[src/rtl/regfile_write_arbiter.sv]
// Round-robin arbiter sharing the single register-file write port among NREQ requesters.
// Latency: 1 cycle from winning request to registered gnt/wr_en/wr_addr/wr_data.
// Backpressure: losers hold req until their gnt pulse; the pulse masks that requester for one cycle.
module regfile_write_arbiter #(
  parameter int NREQ     = 4,
  parameter int WIDTH    = 32,
  parameter int AW       = 5,
  parameter int ZERO_REG = 1
) (
  input  logic                    clk,
  input  logic                    rst_n,
  input  logic [NREQ-1:0]         req,
  input  logic [NREQ*AW-1:0]      req_addr,
  input  logic [NREQ*WIDTH-1:0]   req_data,
  output logic [NREQ-1:0]         gnt,
  output logic                    wr_en,
  output logic [AW-1:0]           wr_addr,
  output logic [WIDTH-1:0]        wr_data,
  output logic [15:0]             conflicts
);

  localparam int PW = (NREQ > 1) ? $clog2(NREQ) : 1;

  logic [NREQ-1:0]  gnt_q, gnt_d;
  logic             wr_en_q, wr_en_d;
  logic [AW-1:0]    wr_addr_q, wr_addr_d;
  logic [WIDTH-1:0] wr_data_q, wr_data_d;
  logic [15:0]      conflicts_q, conflicts_d;
  logic [PW-1:0]    ptr_q, ptr_d;

  logic [NREQ-1:0]  elig;
  logic [NREQ-1:0]  rot;
  logic [PW:0]      lsh;
  logic [PW:0]      sum;
  logic             win_vld;
  logic [PW-1:0]    win_off;
  logic [PW-1:0]    win_idx;
  logic [AW-1:0]    addr_arr [NREQ];
  logic [WIDTH-1:0] data_arr [NREQ];

  // Split the flattened request buses into per-requester lanes
  always_comb begin
    for (int i = 0; i < NREQ; i++) begin
      addr_arr[i] = req_addr[i*AW +: AW];
      data_arr[i] = req_data[i*WIDTH +: WIDTH];
    end
  end

  // Rotate eligibility so bit 0 is the pointer position, then pick the lowest set offset
  always_comb begin
    elig    = req & ~gnt_q;
    lsh     = (PW+1)'(NREQ) - {1'b0, ptr_q};
    rot     = (elig >> ptr_q) | (elig << lsh);
    win_vld = 1'b0;
    win_off = '0;
    for (int k = NREQ-1; k >= 0; k--) begin
      if (rot[k]) begin
        win_vld = 1'b1;
        win_off = PW'(k);
      end
    end
    sum     = {1'b0, ptr_q} + {1'b0, win_off};
    win_idx = (sum >= (PW+1)'(NREQ)) ? PW'(sum - (PW+1)'(NREQ)) : sum[PW-1:0];
  end

  // Next-state: grant pulse, write port, pointer advance and contention counter
  always_comb begin
    gnt_d       = '0;
    wr_en_d     = 1'b0;
    wr_addr_d   = wr_addr_q;
    wr_data_d   = wr_data_q;
    ptr_d       = ptr_q;
    conflicts_d = conflicts_q;
    if (win_vld) begin
      gnt_d     = {{(NREQ-1){1'b0}}, 1'b1} << win_idx;
      wr_addr_d = addr_arr[win_idx];
      wr_data_d = data_arr[win_idx];
      // Writes to r0 still consume the grant but never touch the register file
      wr_en_d   = !((ZERO_REG != 0) && (addr_arr[win_idx] == '0));
      ptr_d     = (win_idx == PW'(NREQ-1)) ? '0 : win_idx + 1'b1;
    end
    if (($countones(elig) >= 2) && (conflicts_q != 16'hFFFF)) begin
      conflicts_d = conflicts_q + 16'd1;
    end
  end

  // State registers; reset drops any write in flight
  always_ff @(posedge clk or negedge rst_n) begin
    if (!rst_n) begin
      gnt_q       <= '0;
      wr_en_q     <= 1'b0;
      wr_addr_q   <= '0;
      wr_data_q   <= '0;
      conflicts_q <= '0;
      ptr_q       <= '0;
    end else begin
      gnt_q       <= gnt_d;
      wr_en_q     <= wr_en_d;
      wr_addr_q   <= wr_addr_d;
      wr_data_q   <= wr_data_d;
      conflicts_q <= conflicts_d;
      ptr_q       <= ptr_d;
    end
  end

  assign gnt       = gnt_q;
  assign wr_en     = wr_en_q;
  assign wr_addr   = wr_addr_q;
  assign wr_data   = wr_data_q;
  assign conflicts = conflicts_q;

endmodule

[config.mk]
export PLATFORM = sky130hd
export DESIGN_NAME = regfile_write_arbiter
export DESIGN_NICKNAME = d
export VERILOG_FILES = /design/src/rtl/regfile_write_arbiter.sv
export SDC_FILE = /design/constraint.sdc
export NUM_CORES = 1
export LEC_CHECK = 0
export CORE_ASPECT_RATIO = 0.5
export CORE_MARGIN = 10
export CORE_UTILIZATION = 35
export DETAILED_ROUTE_END_ITERATION = 10
export PLACE_DENSITY_LB_ADDON = 0.05
export SLEW_MARGIN = 25
export SYNTH_ARGS = -nofsm -noshare
export SYNTH_HDL_FRONTEND = slang
export SYNTH_SLANG_ARGS = --single-unit
[constraint.sdc]
create_clock -name clk -period 9.7 [get_ports clk]
set_input_delay 1.94 -clock clk [delete_from_list [all_inputs] [get_ports clk]]
set_output_delay 1.94 -clock clk [all_outputs]
set_load 0.01 [all_outputs]
### Word-level counts from Yosys, hierarchy flattened

Index checks and enable logic that the tools add are counted.

* $add $sub $neg: 8
* magnitude comparators: 3
* eq/ne operators: 2
* shift-type cells: 3
* muxes and demuxes: 18
* bitwise operators: 4
* reductions and logical operators: 3

Operators by type and width (count)
* $bmux W32 S2: 1
* $mux W32: 2
* $add A16 B1 Y16 const B: 1
* $ne A16 B16 Y1 const B: 1
* $mux W2: 6
* $bmux W5 S2: 1
* $mux W5: 2
* $add A2 B2 Y3: 2
* $ge A3 B3 Y1 const B: 2
* $logic_not A5 Y1: 1
* $mux W1: 5
* $add A1 B1 Y2: 2
* $and A4 B4 Y4: 1
* $mux W4: 1
* $not A4 Y4: 1
* $or A4 B4 Y4: 1
* $shl A1 B2 Y4 const A: 1
* $shl A4 B3 Y4: 1
* $shr A4 B2 Y4: 1
* $ge A3 B2 Y1 const B: 1
* $not A2 Y3: 1
* $sub A3 B2 Y3 const A: 1
* $add A2 B1 Y2 const B: 1
* $eq A2 B2 Y1 const B: 1
* 3 further kinds: 3

* register bits after elaboration: 60
* bits of input ports: 154
* output and inout bits: 58
* logic and storage cells: 47

### Logic depth before layout (Yosys ltp)

Gate-level depths: netlist (run 1).

* depth after elaboration: 18
* gate-level depth with buffers: 15
* mapped depth without buffers: 13

### Worst setup path after synthesis (run 1)

OpenSTA, ideal clock, no wires.

* kind: input port to flip-flop
* start point: input port req[0]
* end point: register wr_data_q[16], in the netlist wr_data[16]
* library setup time: 0.125 ns
* arrival: 4.959 ns
* required time: 9.575 ns
* setup slack: 4.616 ns
* stages on the path: 10
* path buffers: 2
* path through: nand2b_1 > o21a_1 > o32a_1 > a21oi_1 > nor2_1 > ha_1 > buf_1 > clkbuf_1 > mux4_2 > mux2_2

* word-level cells in the longest chain between the ends: 14
* elaborated cells on any way between the ends: 20
* those cells by class: 2 x add/sub; 1 x order compare; 2 x shift; 12 x mux; 3 x bitwise

RTL lines
* start: declaration: RTL line 12 `input logic [NREQ-1:0] req,`
* $and A4 B4 Y4 (*): RTL line 51 `elig = req & ~gnt_q;`
* $shl A4 B3 Y4 / $shr A4 B2 Y4 (equally long branches): RTL line 53 `rot = (elig >> ptr_q) | (elig << lsh);`
* $or A4 B4 Y4 (*): RTL line 53
* $mux W2 (4 in a row): RTL line 57 `if (rot[k]) begin`
* $add A2 B2 Y3: RTL line 62 `sum = {1'b0, ptr_q} + {1'b0, win_off};`
* $ge A3 B3 Y1 / $sub A2 B1 Y2 (equally long branches): RTL line 63 `win_idx = (sum >= (PW+1)'(NREQ)) ? PW'(sum - (PW+1)'(NREQ)) : sum[PW-1:0];`
* $mux W2: RTL line 63
* $not A2 Y3 (not written as such): RTL line 77 `wr_data_d = data_arr[win_idx];`
* $bmux W32 S2: RTL line 77
* $mux W32 (not written as such) (2 in a row): RTL line 77
* end signal: assignment: RTL line 100 `wr_data_q <= wr_data_d;`
* end: declaration: RTL line 27 `logic [WIDTH-1:0] wr_data_q, wr_data_d;`

Every way passes the cells marked *; elsewhere a longest branch is shown, timed or not. The select of a mux whose other input is x is not followed.
A chain may end at the register's enable or synchronous reset.

### Final worst setup path (run 1)

* start point: input port req[2]
* end point: register wr_en_q, in the netlist wr_en

* word-level cells in the longest chain between the ends: 17
* elaborated cells on any way between the ends: 23
* those cells by class: 2 x add/sub; 1 x order compare; 2 x shift; 13 x mux; 3 x bitwise; 2 x reduce/logical

RTL lines
* $and A4 B4 Y4 (*): RTL line 51
* $shl A4 B3 Y4 / $shr A4 B2 Y4 (equally long branches): RTL line 53
* $or A4 B4 Y4 (*): RTL line 53
* $mux W2 (4 in a row): RTL line 57
* $add A2 B2 Y3: RTL line 62
* $ge A3 B3 Y1 / $sub A2 B1 Y2 (equally long branches): RTL line 63
* $mux W2: RTL line 63
* $not A2 Y3 (not written as such): RTL line 79 `wr_en_d = !((ZERO_REG != 0) && (addr_arr[win_idx] == '0));`
* $bmux W5 S2: RTL line 79
* $mux W5 (not written as such) (2 in a row): RTL line 79
* $logic_not A5 Y1: RTL line 79
* $logic_not A1 Y1: RTL line 79
* $mux W1 (*): RTL line 74 `if (win_vld) begin`
* named net wr_en_d: RTL line 25 `logic wr_en_q, wr_en_d;`
* end signal: assignment: RTL line 98 `wr_en_q <= wr_en_d;`
* end: declaration: RTL line 25

Mark *: on every way through the listed nets, which the timed path passes. The rest lies on a longest branch. The select of a mux whose other input is x is not followed.

==> results of run 1 <==
==> cell usage after synthesis (2+ instances only) <==
master,number,share of area [%]
xnor2_1,14,3.5
nor2_1,8,0.85
nor3b_1,2,0.42
nand2b_1,4,0.71
clkbuf_1,4,0.42
o32a_1,2,0.56
o21a_1,2,0.42
xor2_1,3,0.74
nand2_1,13,1.4
mux4_2,37,24
inv_1,8,0.85
a21oi_1,2,0.28
dfrtp_1,60,42
nand3_1,7,0.99
ha_1,7,2.5
buf_2,6,0.85
buf_6,3,0.95
mux2_2,37,12
nor3_1,2,0.28
nand4_1,2,0.35
nor2b_1,4,0.71
nand3b_1,2,0.42
==> per-stage QoR <==
step / setup WS, ps / hold WS, ps
3_5_place_dp: 4290 / 492
5_1_grt: 4410 / 520
4_1_cts: 4630 / 504
3_3_place_gp: 4460 / 482
2_1_floorplan: 4620 / 525
6_report: 4630 / 500
==> worst reg2reg max path, cell delays in order, from the launching register on <==
cell and delay (ps):
dfrtp_1 570, inv_1 110, ha_1 360, o21a_1 220, o32a_1 270, o21ai_1 240, nor2_1 110, ha_2 330
buf_4 580, mux4_2 620, nor3_1 180, a21oi_1 80
==> per-layer routing <==
layer  up-vias  part of all wire [%]
li1       1371                     -
met1      1481                    32
met2       103                    57
met3         9                    11
met4         0                  0.79
met5         -                     0
==> flip-flops by register name, indices dropped and copies added (netlist names) <==
register,count
wr_data,32
conflicts,16
wr_addr,5
gnt,4
ptr_q,2
wr_en,1
==> final timing paths <==
check / startpoint / end / slack (ps) / cells past startpoint
max: req[2] / wr_en / 4630 / 10
min: conflicts[6] / conflicts[6] / 500 / 1
max reg2reg: ptr_q[0] / wr_en / 5880 / 11
min reg2reg: conflicts[6] / conflicts[6] / 500 / 1
max in group asynchronous: rst_n / wr_data[5] / 7420 / 2
min in group asynchronous: rst_n / conflicts[5] / 1770 / 2
==> cells by family after synthesis <==
| logic type | Yosys count |
|---|---|
| xor+xnor | 17 |
| flops | 60 |
| compound gates | 17 |
| buf+inv | 22 |
| fa+ha+maj | 8 |
| simple gates | 49 |
| mux | 76 |
==> report_power, final <==
| part | leakage [nW] | switching, mW | internal, mW | total (mW) |
|---|---|---|---|---|
| logic | 1.51 | 0.787 | 1.14 | 1.92 |
| registers | 0.725 | 0.0745 | 0.392 | 0.467 |
| clock network | 0.162 | 0.111 | 0.231 | 0.342 |
==> layout make-up <==
class,count,share of cell area (%)
timing repair buffer,215,35.0
multi-input combinational,167,31.9
sequential,60,24.6
clock buffer,10,3.91
tap,135,2.76
clock inverter,6,1.43
inverter,8,0.491
==> flow_results.org, run 1 <==
** Final layout
- Commonest non-fill, non-tap cells in the layout :: clkdlybuf4s50_1 (210), dfrtp_1 (60), mux4_2 (37), mux2_2 (37)
- Counting the fill cells in the layout gives 739.
- In the final layout, flip-flops and latches occupy 1500 um^2.
- Total number of nets in the final design :: 623
- Multi-input gate area :: 1950 um^2
- Post-route cell area :: 6110 um^2
- Layout area overhead :: 72.4%
- Number of non-filler instances in the completed layout :: 601
- Most common cell after layout, fill and taps aside :: clkdlybuf4s50_1
- Total inserted antenna cells :: 0
- Cells fill 63.2% of the core in the end.
- Proportion of layout cells with a drive suffix above 1 :: 21.7%

** Clocking
- The later pin in the worst-skew pair is clocked with a latency of 320 ps.
- The tree is rooted in a clkbuf_16.
- CTS saw 60 sinks.
- After clock tree synthesis, the setup repair step added 0 buffers.
- In this run the deepest clock path goes through 2 buffers.
- For this design, the CTS-stage hold fixing added 0 buffers.
- Clock Pin Slew Worst Setup and Hold Paths :: 50 ps
- Clock tree from TritonCTS :: built
- Number of gates resized after CTS :: 0
- CTS built an H-tree with a depth of 3.
- Total clock buffers created by CTS :: 9

** Logic synthesis
- For this run, the number of Yosys warnings is 0.
- Adder and majority cell fraction of the synthesized area :: 3.04%
- Counting flops with a built-in enable in the synthesized netlist gives 0.
- By area, the combinational part of the netlist is dominated by multiplexers.
- Total of flip-flops plus latches after synthesis :: 60
- In the synthesized netlist the async set-or-reset flop fraction comes to 100%.
- Summing the areas of all compound-gate instances in the mapped netlist gives 4.02% of the synthesized area.
- Mapped Avg Cell Area :: 14.2 um^2
- The mapped netlist covers 3540 um^2.
- Sequential share of the synthesized area :: 42.4%
- In the synthesized netlist, the number of instances is 249.
- The synthesized netlist devotes 7.34% of its cell area to simple gates.
- Multiplexer area fraction after synthesis :: 35.9%
- For this run, the leading register cell type out of synthesis is dfrtp_1.
- Of the total synthesized cell area, the portion taken by XOR and XNOR cells is 4.20%.
- Yosys mapped the design onto 42 distinct sky130hd cell types.
- Synthesized Nets :: 411

** Worst setup path
- Traced cell by cell, the critical path runs through clkdlybuf4s50_1 > nor3b_1 > o21ba_1 > o21ai_1 > nor2_1 > ha_2 > buf_4 > mux4_2 > nor3_1 > a21oi_1.
- In this design, the largest share of critical-path delay is due to buffers and inverters.
- CP Capture Type :: flop
- Type of the worst setup path :: in2reg
- Worst path bufs/invs :: 2
- Data on the critical path arrives at its endpoint at 5250 ps.
- Max incr delay on CP :: 610 ps
- STA classifies the critical path startpoint as an input pin.
- The slowest stage of the critical path is the mux4_2 cell.
- Along the worst path, the maximum fanout reaches 41.
- Required time at the worst-slack endpoint :: 9880 ps

** Outcome
- Status :: finished clean

** Global route
- First-pass GRT wire length :: 17600 um
- Peak-usage layer in the global routing report :: met2
- Global routing consumed, on the met2 layer, 29.8% of the routing resources.
- M3 GR Usage :: 8.11%
- Largest net degree at the start of global routing :: 61
- Met1 capacity usage during global routing :: 13.1%
- The via count of the first global-routing pass came to 3404.
- Total routing resource utilization after global routing :: 15.2%
- Global routing finished with a remaining overflow of 0.
- Initial antenna violation count :: 0

** Drt
- Detailed router's first-iteration violation count :: 71
- After detailed routing, the number of remaining DRC violations is 0.
- Number of detailed-routing iterations run before antenna repair :: 4
- Final antenna-violating net count :: 0
- Across all layers, the routed design uses 2964 vias.
- After detailed routing, the number of vias per cell comes to 4.93.
- Dividing the detail-routed wire length by the instance count gives 19.1 um.
- Detailed-route wire length :: 11500 um

** Timing
- Number of hold-slack violations in the final timing report :: 0
- Actual slew at the worst max-slew pin :: 763 ps
- Setup violation total in the final timing report :: 0
- Worst Clk Skew :: 6.44 ps
- The final max-slew violation count is 0.
- Post-Route Setup TNS :: 0 ps
- Worst slew margin relative to its limit :: 49.1%
- Highest achievable clock rate :: 0.197 GHz
- Setup repair after global routing left no endpoint under its margin.
- Of the available clock period, the critical path in the final layout requires 52.2%.
- Shortest period the worst path allows :: 5070 ps

** Power and ir drop
- Worst supply voltage drop on vdd :: 0.317 mV
- The analysis attributes to cell leakage a power of 2.39 nW.
- Power spread over the standard cell area amounts to 447 nW/um^2.
- Summing internal, switching and leakage power gives 2.73 mW.

** Floorplanning
- Core outline area :: 9670 um^2
- Area of the die :: 14800 um^2
- In this run the vertical extent of the chip is 91.2 um.
- Measured along the x axis, the die boundary spans 162 um.
- Number of placement rows :: 25
- Starting density of the core :: 36.7%
- 212 I/O pins were placed.

** Job
- The tool flagged a number of max-cap violations equal to 0.

** Placement
- Standard cell area after detailed placement :: 5780 um^2
- Port Buffers :: 211
- Placed Instances :: 585
- The congestion estimate from routability-driven global placement came to 0.872.
- Placed wire-length estimate after detailed placement :: 9520 um

** Hold path
- The worst hold path belongs to the class reg2reg.
No activity file was read; power rests on OpenSTA's default activity.
==> run 2, diff against run 1 <==
==> constraint.sdc (replaced) <==
create_clock -name clk -period 5.3 [get_ports clk]
set_input_delay 1.06 -clock clk [delete_from_list [all_inputs] [get_ports clk]]
set_output_delay 1.06 -clock clk [all_outputs]
set_load 0.01 [all_outputs]
==> run 2 against run 1 <==
- first-iteration DRC count increased by 27%
- utilization about the same
- routed wire length decreased by 0.53%
- critical path type unchanged
- critical endpoint is now wr_data[7]
==> flow_results.org, run 2 (synthesis results as in run 1) <==
** Outcome
- The flow ran to the end, and the final reports show no timing, DRC or antenna violations.

** Global route
- The initial antenna violation count was 0 (unchanged).
- Total routing resource utilization after global routing :: 15.4% (+0.22 points)
- The maximum number of pins on one net before global-route repair was 61 (unchanged).
- The global-route wire length before repair came to 17700 um (+0.70%).
- The via count of the first global-routing pass was 3430 (+0.76%).
- The global route total overflow came to 0 (unchanged).

** Placement
- The final RePlAce weighted congestion came to 0.804 (-7.8%).
- The placed wire-length estimate was 9610 um (+0.90%).
- Standard cell area after detailed placement :: 5800 um^2 (+0.22%)
- The port buffer count was 211 (unchanged).

** Timing
- Shortest period the worst path allows :: 4560 ps
- Highest achievable clock rate :: 0.219 GHz
- Setup violation total in the final timing report :: 0 (unchanged)
- The slew at the pin with the worst max-slew slack is 985 ps (+222 ps).
- The headroom to the max-slew limit was 34.0% (-15 points).
- Hold slack final :: 497 ps (-2.40 ps)
- The final max-slew violation count was 0 (unchanged).
- Setup repair after global routing missed its margin :: false
- Fin crit share :: 86.0%
- Number of hold-slack violations in the final timing report :: 0 (unchanged)
- The setup TNS after final layout was 0 ps (unchanged).
- The setup skew after layout was 3.84 ps (-2.60 ps).

** Clocking
- The maximum level of the CTS H-tree was 3 (unchanged).
- Number of gates resized after CTS :: 0 (unchanged)
- CTS Hold Bufs :: 0 (unchanged)
- The post-CTS clock slew at the launch and capture registers of the worst setup and hold paths is 50 ps (about the same).
- Number of buffers between clock root and the deepest sink :: 2 (unchanged)
- TritonCTS built the clock tree.
- Clock insertion delay at the later pin of the skew report :: 320 ps (about the same)
- The number of clock sinks is 60 (unchanged).
- Number of buffers inserted to repair setup after CTS :: 0 (unchanged)
- Buffer type at the clock tree root :: clkbuf_16
- Total clock buffers created by CTS :: 9 (unchanged)

** Worst setup path
- The critical path is of the in2reg type.
- The worst setup path is captured at a flop.
- R2R setup slack :: 1030 ps (-4850 ps)
- The worst setup path is launched from an input pin.
- Traced cell by cell, the critical path runs through clkdlybuf4s50_1 > nor3b_1 > o21ba_1 > o21ai_1 > nor2_1 > ha_2 > xnor2_1 > xnor2_2 > buf_4 > mux4_2 > mux2_2.
- R2r startpoint :: ptr_q[0]
- Startpoint of the worst setup timing path :: req[2]
- The data arrival time of the worst path came to 4760 ps (-490 ps).
- Required time at the worst-slack endpoint :: 5510 ps (-4370 ps)
- The critical path's largest stage delay is 800 ps (+190 ps).
- Highest fanout seen on the critical path :: 24 (-41%)
- In this run the critical register-to-register path is captured at wr_data[7].
- The slowest stage of the critical path belongs to the cell xnor2_2.
- Termination of the worst setup path :: wr_data[7]
- The number of cell instances on the worst register-to-register path came to 13 (+2).

** Final layout
- Commonest non-fill, non-tap cells in the layout :: clkdlybuf4s50_1 (210), dfrtp_1 (60), mux4_2 (37), mux2_2 (37)
- Max reg flops :: 32 (unchanged)
- Total inserted antenna cells :: 0 (unchanged)
- Post-route cell area :: 6110 um^2 (about the same)
- Proportion of layout cells with a drive suffix above 1 :: 21.5% (-0.21 points)
- Most common cell after layout, fill and taps aside :: clkdlybuf4s50_1
- Total number of nets in the final design :: 623 (unchanged)
- The post-synthesis to final-layout area growth was 72.5% (about the same).

** Drt
- The length of routed met2 wiring was 6380 um (-2.1%).
- The count of TritonRoute iterations in the first routing pass is 6 (+2).
- Uppermost signal routing layer after detailed routing :: met4
- Routed wirelength normalized by instance count :: 19.0 um (-0.53%)
- Detailed-route wire length :: 11400 um (-0.53%)
- Via count normalized by instance count :: 4.91 (-0.44%)
- Residual DRC count :: 0 (unchanged)
- Final antenna-violating net count :: 0 (unchanged)
- Detailed router's first-iteration violation count :: 90 (+27%)
- The via total after detailed routing came to 2951 (-0.44%).
- The met1 layer wirelength in the final routing is 3550 um (-2.6%).
- Met3 routed wirelength :: 1290 um (+3.6%)

** Floorplanning
- Core outline area :: 9670 um^2 (unchanged)
- Die X-Extent :: 162 um (unchanged)
- The floorplan die area is 14800 um^2 (unchanged).
- Number of placement rows :: 25 (unchanged)
- The starting density of the core is 36.7% (unchanged).
- Vert. Die Dim :: 91.2 um (unchanged)
- Top-Level Pins :: 212 (unchanged)

** Job
- Max Cap Violations :: 0 (unchanged)

** Hold path
- Classification of the worst-slack hold path :: reg2reg

** Power and ir drop
- Leakage power summed over all cells :: 2.40 nW (about the same)
- Worst supply voltage drop on vdd :: 0.466 mV (+47%)
- The total power divided by cell area was 819 nW/um^2 (+83%).
- Overall power :: 5.01 mW (+83%)
[run 2: cell types whose count changed in the layout (fill, tap and decap cells not counted)]
cell | previous run | this run
clkinv_4 | 2 | 0
buf_12 | 0 | 1
buf_4 | 4 | 3
clkbuf_1 | 0 | 1
clkinv_2 | 2 | 3
[run 2: area by class of cell]
type                            count  area, um^2
Clock buffer                       11         243
Tap cell                          135         169
Multi-Input combinational cell    167        1950
Inverter                            8        30.0
Fill cell                         744        3550
Timing Repair Buffer              215        2150
Sequential cell                    60        1500
Clock inverter                      5        75.1
[run 2: stage by stage]
| stage | cells | util, % | setup WS [ps] |
|---|---|---|---|
| finish | 601 | 63.3 | 744 |
| floorplan | 249 | - | 1100 |
| detailed placement | 585 | 60.0 | 423 |
| CTS | 601 | 63.3 | 774 |
| global placement | 585 | 60.0 | 614 |
| global route | 601 | 63.3 | 480 |
[run 2: worst max-delay path, delay by kind of cell]
kind	cells	cell delay, ps
and+or+nand+nor	2	380
xor gates and xnor gates	2	950
muxes	2	630
adders and majority gates	1	190
buffers and inverters	2	930
AOI/OAI and AO/OA	2	590
[run 2: where the power goes]
part / switching [mW] / internal (mW) / total, mW
logic: 1.41 / 2.13 / 3.54
clock network: 0.196 / 0.421 / 0.618
registers: 0.136 / 0.718 / 0.854
[run 2: how the worst min path moves through the flow]
stage | startpoint | endpoint | slack [ps] | cells after the start
after floorplan | conflicts[6] | conflicts[6] | 530 | 1
after global placement | conflicts[14] | conflicts[14] | 480 | 1
after detailed placement | wr_data[30] | wr_data[30] | 490 | 1
final | conflicts[12] | conflicts[12] | 500 | 1
after CTS | conflicts[6] | conflicts[6] | 500 | 1
after global routing | wr_data[30] | wr_data[30] | 520 | 1
[run 2: routing by layer]
metal	global-route usage, %	vias to the layer above
met3	9.19	13
li1	-	1376
met5	0	-
met1	12.9	1454
met4	4.97	0
met2	29.5	108
==> patch: new RTL, settings of run 2 <==
Take the reset off `wr_data_q` and load it in a clocked block of its own.
--- a/src/rtl/regfile_write_arbiter.sv
+++ b/src/rtl/regfile_write_arbiter.sv
@@ -90,17 +90,19 @@
       gnt_q       <= '0;
       wr_en_q     <= 1'b0;
       wr_addr_q   <= '0;
-      wr_data_q   <= '0;
       conflicts_q <= '0;
       ptr_q       <= '0;
     end else begin
       gnt_q       <= gnt_d;
       wr_en_q     <= wr_en_d;
       wr_addr_q   <= wr_addr_d;
-      wr_data_q   <= wr_data_d;
       conflicts_q <= conflicts_d;
       ptr_q       <= ptr_d;
     end
+  end
+
+  always_ff @(posedge clk) begin
+    wr_data_q <= wr_data_d;
   end
 
   assign gnt       = gnt_q;
Check against the original RTL: not equivalent (a bounded check fails within 4 cycles, from zero or initial values and one cycle with rst_n low).
==> patch against run 2 <==
Area after synthesis down 5.9%. Sequential cell count stayed put. Critical path depth unchanged. Wire length up 3.1%. Total power shrank 6.6%. Die area shrank 4.9%. Final area shrank 3.3%. Worst setup slack improved by 480 ps.
==> patch: results (changes against run 2) <==
vias in the first global route=3170 (-7.6%); nets=592 (-5.0%); DRT iter0 DRCs=75 (-17%); run status=finished clean; CP max FO=11 (-54%); Yosys cell types=45 (+7.1%); Hold Path Depth=1 (unchanged); Total GRT Usage=16.4% (+1.0 points); ys flop type=edfxtp_1; largest net degree at the start of global routing=29 (-52%); worst skew pair latency=330 ps; Psw=1640 uW (-5.6%); worst reg2reg path depth=12 (-1); CTS Buffer Depth=2 (unchanged); port bufs=211 (unchanged); WL final=11800 microns (+3.1%); Final Skew=7.28 ps (+3.44 ps); Final Wtd Congestion=0.805 (+0.12%); top post-synthesis cells by count=mux4_2 (34), edfxtp_1 (32), dfrtp_1 (28), xnor2_1 (15), nand2_1 (11); initial antenna violation count=0 (unchanged); Worst-Margin Slew=876 ps (-109 ps); via count=2755 (-6.6%); Synth Net Count=373 (-9.2%); DP Wirelength=9940 microns (+3.4%); Yosys warning total=0 (unchanged); Worst Setup SP=req[2]; share of cells above drive strength 1=16.6% (-4.9 points); VDD IR max=0.000460 V (-1.2%); first-pass GRT wire length=17400 microns (-2.1%); Post-synth EDFFs=32 (+32); DRC viols=0 (unchanged); sequential area share after synthesis=49.8% (+7.5 points); first-pass iteration count of the detailed router=4 (-2); max reg flops=32 (unchanged); leakage power=0.00223 uW (-6.7%); worst hold start=conflicts[14]; post-cts sizing count=0 (unchanged); asr flop ratio synth=46.7% (-53 points); largest cells by area after synthesis=edfxtp_1 (29%), mux4_2 (23%), dfrtp_1 (21%)
==> patch: cell types whose count changed after synthesis, moves of 3 or more <==
cell and delta:
nand4_1 +3, dfrtp_1 -32, mux2_2 -30, nand3_1 -5, mux4_1 +3, mux4_2 -3
edfxtp_1 +32
==> patch: worst max-delay path, stage by stage <==
cell             delay [ps]
clkdlybuf4s50_1         490
nor3b_1                 250
o21ba_2                 210
o21ai_0                 330
nor2_1                  110
ha_2                    190
xnor2_1                 150
xnor2_2                 560
buf_4                   310
mux4_1                  340
mux2_2                  290
==> patch: layout make-up <==
type	instances	area [sq um]
inverters	7	26.3
well taps	121	151
flip-flops and latches	60	1660
repair buffers	218	2180
clock buffers	10	239
multi-input cells	134	1600
clock inverters	6	61.3
fillers	704	3440
==> patch: per-layer routing <==
| layer | global-route usage, % | share of wire (%) | wire length (microns) |
|---|---|---|---|
| met4 | 5.01 | 1.1 | 124 |
| met2 | 30.1 | 55 | 6450 |
| met5 | 0 | 0 | 0 |
| met3 | 9.37 | 11 | 1330 |
| met1 | 15.5 | 33 | 3880 |
==> patch: power groups by stage <==
stage / combinational (uW) / sequential, uW / clock, uW
6_report: 3050 / 1040 / 585
5_1_grt: 3320 / 1070 / 625
4_1_cts: 3120 / 1050 / 602
3_5_place_dp: 3100 / 1050 / 0
3_3_place_gp: 3000 / 1040 / 0
2_1_floorplan: 2040 / 1120 / 0
==> patch: worst paths after layout <==
check	to	slack, ps
max in group asynchronous	wr_addr[0]	3910
worst max register to register	wr_addr[2]	1480
min in group asynchronous	conflicts[13]	1120
worst max-delay path	wr_addr[2]	1230
worst min-delay path	conflicts[14]	500
worst min register to register	conflicts[14]	500
==> patch: through the flow <==
stage | utilization, % | instance area, sq um | worst slack (ps) | instances
floorplan | - | 3330 | 1200 | 211
global placement | 60.0 | 5620 | 938 | 540
detailed placement | 60.0 | 5620 | 864 | 540
CTS | 63.3 | 5920 | 1200 | 556
global route | 63.3 | 5920 | 918 | 556
finish | 63.3 | 5920 | 1230 | 556
==> patch: logic make-up after synthesis <==
family | count (synthesis) | synth area share (%)
muxes | 45 | 28.0
and+or+nand+nor | 48 | 7.88
buffers and inverters | 17 | 2.51
xor gates and xnor gates | 17 | 4.47
DFF | 60 | 49.8
adders and majority gates | 8 | 3.23
AOI/OAI and AO/OA | 16 | 4.09
